## src/rtl/dsp_ar_order_ctrl_if.sv

```systemverilog
// Order-controller bus: AR-side record/stall and R-side select/disable.
// slave = the order controller, master = the AR/R dispatchers around it.
interface dsp_ar_order_ctrl_if #(
    parameter int SLV_AMT          = 2,
    parameter int TRANS_DATA_LEN_W = 8,
    parameter int MAX_OUTST        = 4
);
    localparam int SLV_ID_W = (SLV_AMT > 1) ? $clog2(SLV_AMT) : 1;
    localparam int CNT_W    = $clog2(MAX_OUTST) + 1;

    logic                        dsp_AR_hsk_i;
    logic [SLV_ID_W-1:0]         dsp_AR_slv_id_i;
    logic [TRANS_DATA_LEN_W-1:0] dsp_AR_len_i;
    logic                        dsp_AR_stall_o;
    logic                        dsp_RVALID_q1_i;
    logic                        dsp_RREADY_q1_i;
    logic [SLV_ID_W-1:0]         dsp_RDATA_slv_id_o;
    logic                        dsp_RDATA_disable_o;
    logic                        dsp_RDATA_last_o;
    logic [CNT_W-1:0]            outst_cnt_o;
    logic                        ord_ovf_o;

    modport slave (
        input  dsp_AR_hsk_i, dsp_AR_slv_id_i, dsp_AR_len_i,
        input  dsp_RVALID_q1_i, dsp_RREADY_q1_i,
        output dsp_AR_stall_o, dsp_RDATA_slv_id_o,
        output dsp_RDATA_disable_o, dsp_RDATA_last_o,
        output outst_cnt_o, ord_ovf_o
    );

    modport master (
        output dsp_AR_hsk_i, dsp_AR_slv_id_i, dsp_AR_len_i,
        output dsp_RVALID_q1_i, dsp_RREADY_q1_i,
        input  dsp_AR_stall_o, dsp_RDATA_slv_id_o,
        input  dsp_RDATA_disable_o, dsp_RDATA_last_o,
        input  outst_cnt_o, ord_ovf_o
    );
endinterface

```

## src/rtl/dsp_ar_order_ctrl.sv

```systemverilog
// Read-ordering scheduler: records {slave,ARLEN} per accepted AR in issue
// order and steers the RDATA dispatcher to the oldest outstanding read.
// Ports: ACLK_i, ARESETn_i (async, active low), bus (slave modport).
module dsp_ar_order_ctrl #(
    parameter int SLV_AMT          = 2,
    parameter int TRANS_DATA_LEN_W = 8,
    parameter int MAX_OUTST        = 4
) (
    input  logic                 ACLK_i,
    input  logic                 ARESETn_i,
    dsp_ar_order_ctrl_if.slave   bus
);
    localparam int SLV_ID_W = (SLV_AMT > 1) ? $clog2(SLV_AMT) : 1;
    localparam int PTR_W    = $clog2(MAX_OUTST);
    localparam int PTR_AW   = PTR_W + 1;

    typedef struct packed {
        logic [SLV_ID_W-1:0]         slv_id;
        logic [TRANS_DATA_LEN_W-1:0] len;
    } ent_t;

    ent_t                        mem [MAX_OUTST];
    logic [PTR_AW-1:0]           wr_ptr;
    logic [PTR_AW-1:0]           rd_ptr;
    logic [TRANS_DATA_LEN_W-1:0] beat_cnt;
    logic                        ovf_q;

    logic full;
    logic empty;
    logic push;
    logic r_hsk;
    logic head_last;
    ent_t head;

    assign head  = mem[rd_ptr[PTR_W-1:0]];
    assign empty = (wr_ptr == rd_ptr);
    // Same slot index, opposite lap: writer is one full lap ahead.
    assign full  = (wr_ptr[PTR_W-1:0] == rd_ptr[PTR_W-1:0])
                 & (wr_ptr[PTR_W] != rd_ptr[PTR_W]);

    // Full is judged on the current state, so a same-cycle pop never
    // frees room for the incoming AR.
    assign push      = bus.dsp_AR_hsk_i & ~full;
    assign r_hsk     = bus.dsp_RVALID_q1_i & bus.dsp_RREADY_q1_i & ~empty;
    assign head_last = (beat_cnt == head.len);

    always_ff @(posedge ACLK_i or negedge ARESETn_i) begin
        if (!ARESETn_i) begin
            wr_ptr   <= '0;
            rd_ptr   <= '0;
            beat_cnt <= '0;
            ovf_q    <= 1'b0;
            for (int i = 0; i < MAX_OUTST; i++) begin
                mem[i] <= '0;
            end
        end else begin
            if (push) begin
                mem[wr_ptr[PTR_W-1:0]] <= '{
                    slv_id: bus.dsp_AR_slv_id_i,
                    len:    bus.dsp_AR_len_i
                };
                wr_ptr <= wr_ptr + PTR_AW'(1);
            end
            if (bus.dsp_AR_hsk_i && full) begin
                ovf_q <= 1'b1;
            end
            // Pop at beat==len, so ARLEN=255 retires before the counter wraps.
            if (r_hsk) begin
                if (head_last) begin
                    rd_ptr   <= rd_ptr + PTR_AW'(1);
                    beat_cnt <= '0;
                end else begin
                    beat_cnt <= beat_cnt + TRANS_DATA_LEN_W'(1);
                end
            end
        end
    end

    assign bus.dsp_AR_stall_o      = full;
    assign bus.dsp_RDATA_disable_o = empty;
    assign bus.dsp_RDATA_slv_id_o  = empty ? '0 : head.slv_id;
    assign bus.dsp_RDATA_last_o    = ~empty & head_last;
    assign bus.outst_cnt_o         = wr_ptr - rd_ptr;
    assign bus.ord_ovf_o           = ovf_q;
endmodule

```

## src/flat_wrapper.sv

```systemverilog
// flat-port wrapper written by rule: the top's interface ports become plain ports
module dsp_ar_order_ctrl_flat 
#(
    parameter int SLV_AMT          = 2,
    parameter int TRANS_DATA_LEN_W = 8,
    parameter int MAX_OUTST        = 4
)
  (ACLK_i, ARESETn_i, bus_dsp_AR_hsk_i, bus_dsp_AR_slv_id_i, bus_dsp_AR_len_i, bus_dsp_RVALID_q1_i, bus_dsp_RREADY_q1_i, bus_dsp_AR_stall_o, bus_dsp_RDATA_slv_id_o, bus_dsp_RDATA_disable_o, bus_dsp_RDATA_last_o, bus_outst_cnt_o, bus_ord_ovf_o);
  dsp_ar_order_ctrl_if #(.SLV_AMT(SLV_AMT), .TRANS_DATA_LEN_W(TRANS_DATA_LEN_W), .MAX_OUTST(MAX_OUTST)) bus_i ();
  input  logic ACLK_i;
  input  logic ARESETn_i;
  input wire logic [$bits(bus_i.dsp_AR_hsk_i)-1:0] bus_dsp_AR_hsk_i;
  input wire logic [$bits(bus_i.dsp_AR_slv_id_i)-1:0] bus_dsp_AR_slv_id_i;
  input wire logic [$bits(bus_i.dsp_AR_len_i)-1:0] bus_dsp_AR_len_i;
  input wire logic [$bits(bus_i.dsp_RVALID_q1_i)-1:0] bus_dsp_RVALID_q1_i;
  input wire logic [$bits(bus_i.dsp_RREADY_q1_i)-1:0] bus_dsp_RREADY_q1_i;
  output wire logic [$bits(bus_i.dsp_AR_stall_o)-1:0] bus_dsp_AR_stall_o;
  output wire logic [$bits(bus_i.dsp_RDATA_slv_id_o)-1:0] bus_dsp_RDATA_slv_id_o;
  output wire logic [$bits(bus_i.dsp_RDATA_disable_o)-1:0] bus_dsp_RDATA_disable_o;
  output wire logic [$bits(bus_i.dsp_RDATA_last_o)-1:0] bus_dsp_RDATA_last_o;
  output wire logic [$bits(bus_i.outst_cnt_o)-1:0] bus_outst_cnt_o;
  output wire logic [$bits(bus_i.ord_ovf_o)-1:0] bus_ord_ovf_o;
  assign bus_i.dsp_AR_hsk_i = bus_dsp_AR_hsk_i;
  assign bus_i.dsp_AR_slv_id_i = bus_dsp_AR_slv_id_i;
  assign bus_i.dsp_AR_len_i = bus_dsp_AR_len_i;
  assign bus_i.dsp_RVALID_q1_i = bus_dsp_RVALID_q1_i;
  assign bus_i.dsp_RREADY_q1_i = bus_dsp_RREADY_q1_i;
  assign bus_dsp_AR_stall_o = bus_i.dsp_AR_stall_o;
  assign bus_dsp_RDATA_slv_id_o = bus_i.dsp_RDATA_slv_id_o;
  assign bus_dsp_RDATA_disable_o = bus_i.dsp_RDATA_disable_o;
  assign bus_dsp_RDATA_last_o = bus_i.dsp_RDATA_last_o;
  assign bus_outst_cnt_o = bus_i.outst_cnt_o;
  assign bus_ord_ovf_o = bus_i.ord_ovf_o;
  dsp_ar_order_ctrl #(.SLV_AMT(SLV_AMT), .TRANS_DATA_LEN_W(TRANS_DATA_LEN_W), .MAX_OUTST(MAX_OUTST)) u_core (.ACLK_i(ACLK_i), .ARESETn_i(ARESETn_i), .bus(bus_i));
endmodule
```

## config.mk

```make
export PLATFORM = sky130hd
export DESIGN_NAME = dsp_ar_order_ctrl_flat
export DESIGN_NICKNAME = d
export VERILOG_FILES = /design/src/rtl/dsp_ar_order_ctrl_if.sv /design/src/rtl/dsp_ar_order_ctrl.sv /design/src/flat_wrapper.sv
export SDC_FILE = /design/constraint.sdc
export NUM_CORES = 1
export LEC_CHECK = 0
export ABC_CLOCK_PERIOD_IN_PS = 4800
export BUFFER_PORTS_ARGS = -buffer_cell sky130_fd_sc_hd__clkbuf_2
export CAP_MARGIN = 20
export CELL_PAD_IN_SITES_DETAIL_PLACEMENT = 0
export CELL_PAD_IN_SITES_GLOBAL_PLACEMENT = 1
export CORE_MARGIN = 2
export CORE_UTILIZATION = 50
export DETAILED_ROUTE_END_ITERATION = 6
export GPL_ROUTABILITY_DRIVEN = 0
export PLACE_DENSITY = 0.84
export SYNTH_ARGS = -nofsm -noshare
export SYNTH_HDL_FRONTEND = slang
export SYNTH_SLANG_ARGS = --single-unit
```

## constraint.sdc

```tcl
create_clock -name ACLK_i -period 4.8 [get_ports ACLK_i]
set_clock_uncertainty 0.1 [all_clocks]
set_input_delay 1.2 -clock ACLK_i [delete_from_list [all_inputs] [get_ports ACLK_i]]
set_output_delay 1.2 -clock ACLK_i [all_outputs]
set_load 0.02 [all_outputs]
```

==> results.cfg <==
[timing]
slew_headroom = 0.627
rsz0062_at_grt = no
drv_slew = 0
setup_viol = 0
setup_ws_ns = 1.03
holdWs_ns = 0.399
tightest_slew_ns = 0.560
period_minus_slack_ns = 3.77
tns_ns = 0
hold_viol = 0
max_freq_mhz = 266
finalCritPeriodShare = 0.785

[clock_network]
clk_latency_ns = 0.31
cts_resized = 0
clk_path_buf_depth = 2
clock-sinks = 51
post-cts-setup-buffer-count = 0
clkTransAtPathRegs_ns = 0.09
root_buffer = clkbuf_8
postCtsHoldBufs = 0
tritoncts = yes
cts_max_level = 2
cts_buffers = 5

[critical_path]
cp-start-kind = flip-flop
worstSetupEndpointType = primary output
criticalPathCategory = flip-flop to primary output
critPathRequiredTime_ns = 3.50
cp_data_arrival_time_ns = 2.47
crit_fanout = 12

[floorplanning]
dieHeight_um = 75.6
coreArea_um2 = 5040
io_pins = 22
die_w_um = 75.6
start_util = 0.509
die_area_um2 = 5720
rows = 26

[layout]
fillerInstances = 413
fin_util = 0.564
antennaDiodeCount = 0
drive_above_1_share = 0.333
final_nets = 244
regArea_um2 = 1280
multi_input_area_um2 = 1230
final_area_um2 = 2850
syn2layout_area_growth_pct = 10.9

[global_routing]
grt_pass1_wl_um = 7380
track_usage = 0.182
overflow = 0
antenna_found_initial = 0
grt_max_degree = 40
grt_pass1_vias = 1466

[yosys]
syn-cell-area_um2 = 2570
ys_seq_elements = 51
synth_seq_area_share = 0.497
synth.net_count = 218
yosysWarnings = 0
yosysUniqueCellTypes = 28
synth_area_per_cell_um2 = 13.2
synth_cells = 195

[placed_design]
placed_cell_area_um2 = 2750
dp_hpwl_um = 3210
portBuffers = 21
dp_slack_ns = 1.36

[pwr]
p_per_area_nw_per_um2 = 608
ir_drop_uv = 325
cellLeakagePower_nw = 1.28

[route]
wirelength_um = 4370
viasPerCell = 5.28
drtAntennaViolNets = 0
dr.first_iter.drc_count = 66
detailedRoute.firstPassIterationCount = 4
wl_per_cell_um = 15.0
vias = 1542
post-route-drc-count = 0

[hold_path]
hold_class = flip-flop to flip-flop

[flow_run]
maxCapViolCount = 0

[outcome]
outcome = completed
worst max-delay path, stage by stage, from the launching register on:
cell	delay [ns]
dfrtp_1	0.71
mux4_1	0.66
xnor2_1	0.15
nand4_1	0.10
buf_4	0.18
nor3_1	0.17
clkbuf_2	0.19
cell type report:
type                            count  area share
Clock inverter                      3     0.00792
Multi-Input combinational cell    132       0.433
Tap cell                           70      0.0308
Clock buffer                        5      0.0242
Sequential cell                    51       0.449
Inverter                            6     0.00792
Timing Repair Buffer               25      0.0475
placed cells by master (no fill, tap or decap):
master | synthesis | final
ha_1 | 8 | 8
mux2_2 | 37 | 37
nor2_1 | 3 | 3
o21ai_0 | 6 | 6
nand2_1 | 23 | 23
clkbuf_2 | 0 | 21
nor2b_1 | 3 | 3
clkinv_4 | 0 | 1
a21o_1 | 1 | 1
nor4_1 | 1 | 1
nor3b_1 | 1 | 1
nor3_1 | 6 | 6
o21a_1 | 1 | 1
nor4_4 | 1 | 1
clkinv_2 | 0 | 1
xor2_1 | 3 | 3
or2_2 | 3 | 3
nand4_1 | 2 | 2
o22ai_1 | 4 | 4
inv_1 | 6 | 6
dfrtp_1 | 51 | 51
inv_6 | 0 | 1
xnor2_1 | 12 | 12
mux4_1 | 9 | 9
o211ai_1 | 3 | 3
and2_1 | 2 | 2
fa_1 | 1 | 1
buf_4 | 1 | 4
clkbuf_8 | 0 | 5
nand3_1 | 2 | 2
report_power, final:
group	switching (W)	internal, W
clock network	0.000148	0.000105
logic	0.000317	0.000395
registers	0.000143	0.000623
flip-flops by register name, indices dropped and copies added, names as in the netlist:
signal / flops
u_core.beat_cnt: 8
u_core.mem: 36
u_core.bus.ord_ovf_o: 1
u_core.wr_ptr: 3
u_core.rd_ptr: 3
final timing paths:
check	start	to	slack, ns	cells past startpoint
max reg2reg	u_core.rd_ptr[0]	u_core.mem[4]	2.08	6
min in group asynchronous	ARESETn_i	u_core.wr_ptr[0]	0.67	1
max	u_core.rd_ptr[0]	bus_dsp_RDATA_last_o	1.03	6
min reg2reg	u_core.bus.ord_ovf_o	u_core.bus.ord_ovf_o	0.40	1
min	u_core.bus.ord_ovf_o	u_core.bus.ord_ovf_o	0.40	1
max in group asynchronous	ARESETn_i	u_core.mem[12]	3.14	2
kinds of logic (layout without fill, tap and decap cells):
family | count (synthesis) | in the layout | synth area share
DFF | 51 | 51 | 0.497
and+or+nand+nor | 47 | 47 | 0.0917
muxes | 46 | 46 | 0.255
AOI/OAI and AO/OA | 15 | 15 | 0.0361
xor gates and xnor gates | 15 | 15 | 0.0512
buffers and inverters | 12 | 39 | 0.0224
adders and majority gates | 9 | 9 | 0.0468
metal layers:
metal,track usage,vias to the layer above,share of wire
met5,0,-,0
met4,0.0916,0,0.012
met1,0.261,767,0.50
met2,0.259,18,0.46
li1,-,753,-
met3,0.0437,4,0.029
metrics by stage:
| step | std cells | power [W] |
|---|---|---|
| final | 292 | 0.00173 |
| after global routing | 292 | 0.00187 |
| after CTS | 292 | 0.00175 |
| after detailed placement | 284 | 0.00150 |
| after global placement | 284 | 0.00147 |
| after floorplan | 195 | 0.00132 |
cell usage after synthesis:
library cell,instances,share of area
nand4_1,2,0.0049
fa_1,1,0.0078
o21a_1,1,0.0029
or2_2,3,0.0073
mux2_2,37,0.16
nor2b_1,3,0.0073
buf_4,1,0.0029
nand2_1,23,0.034
and2_1,2,0.0049
buf_6,1,0.0044
nor3b_1,1,0.0029
nor3_1,6,0.012
inv_1,6,0.0088
nand3_1,2,0.0039
xnor2_1,12,0.041
nor2_1,3,0.0044
buf_2,1,0.0019
a21o_1,1,0.0029
xor2_1,3,0.010
nor4_4,1,0.0083
clkbuf_1,3,0.0044
ha_1,8,0.039
o211ai_1,3,0.0088
o22ai_1,4,0.0097
dfrtp_1,51,0.50
o21ai_0,6,0.012
nor4_1,1,0.0024
mux4_1,9,0.092
Power figures use the tool's default switching activity.
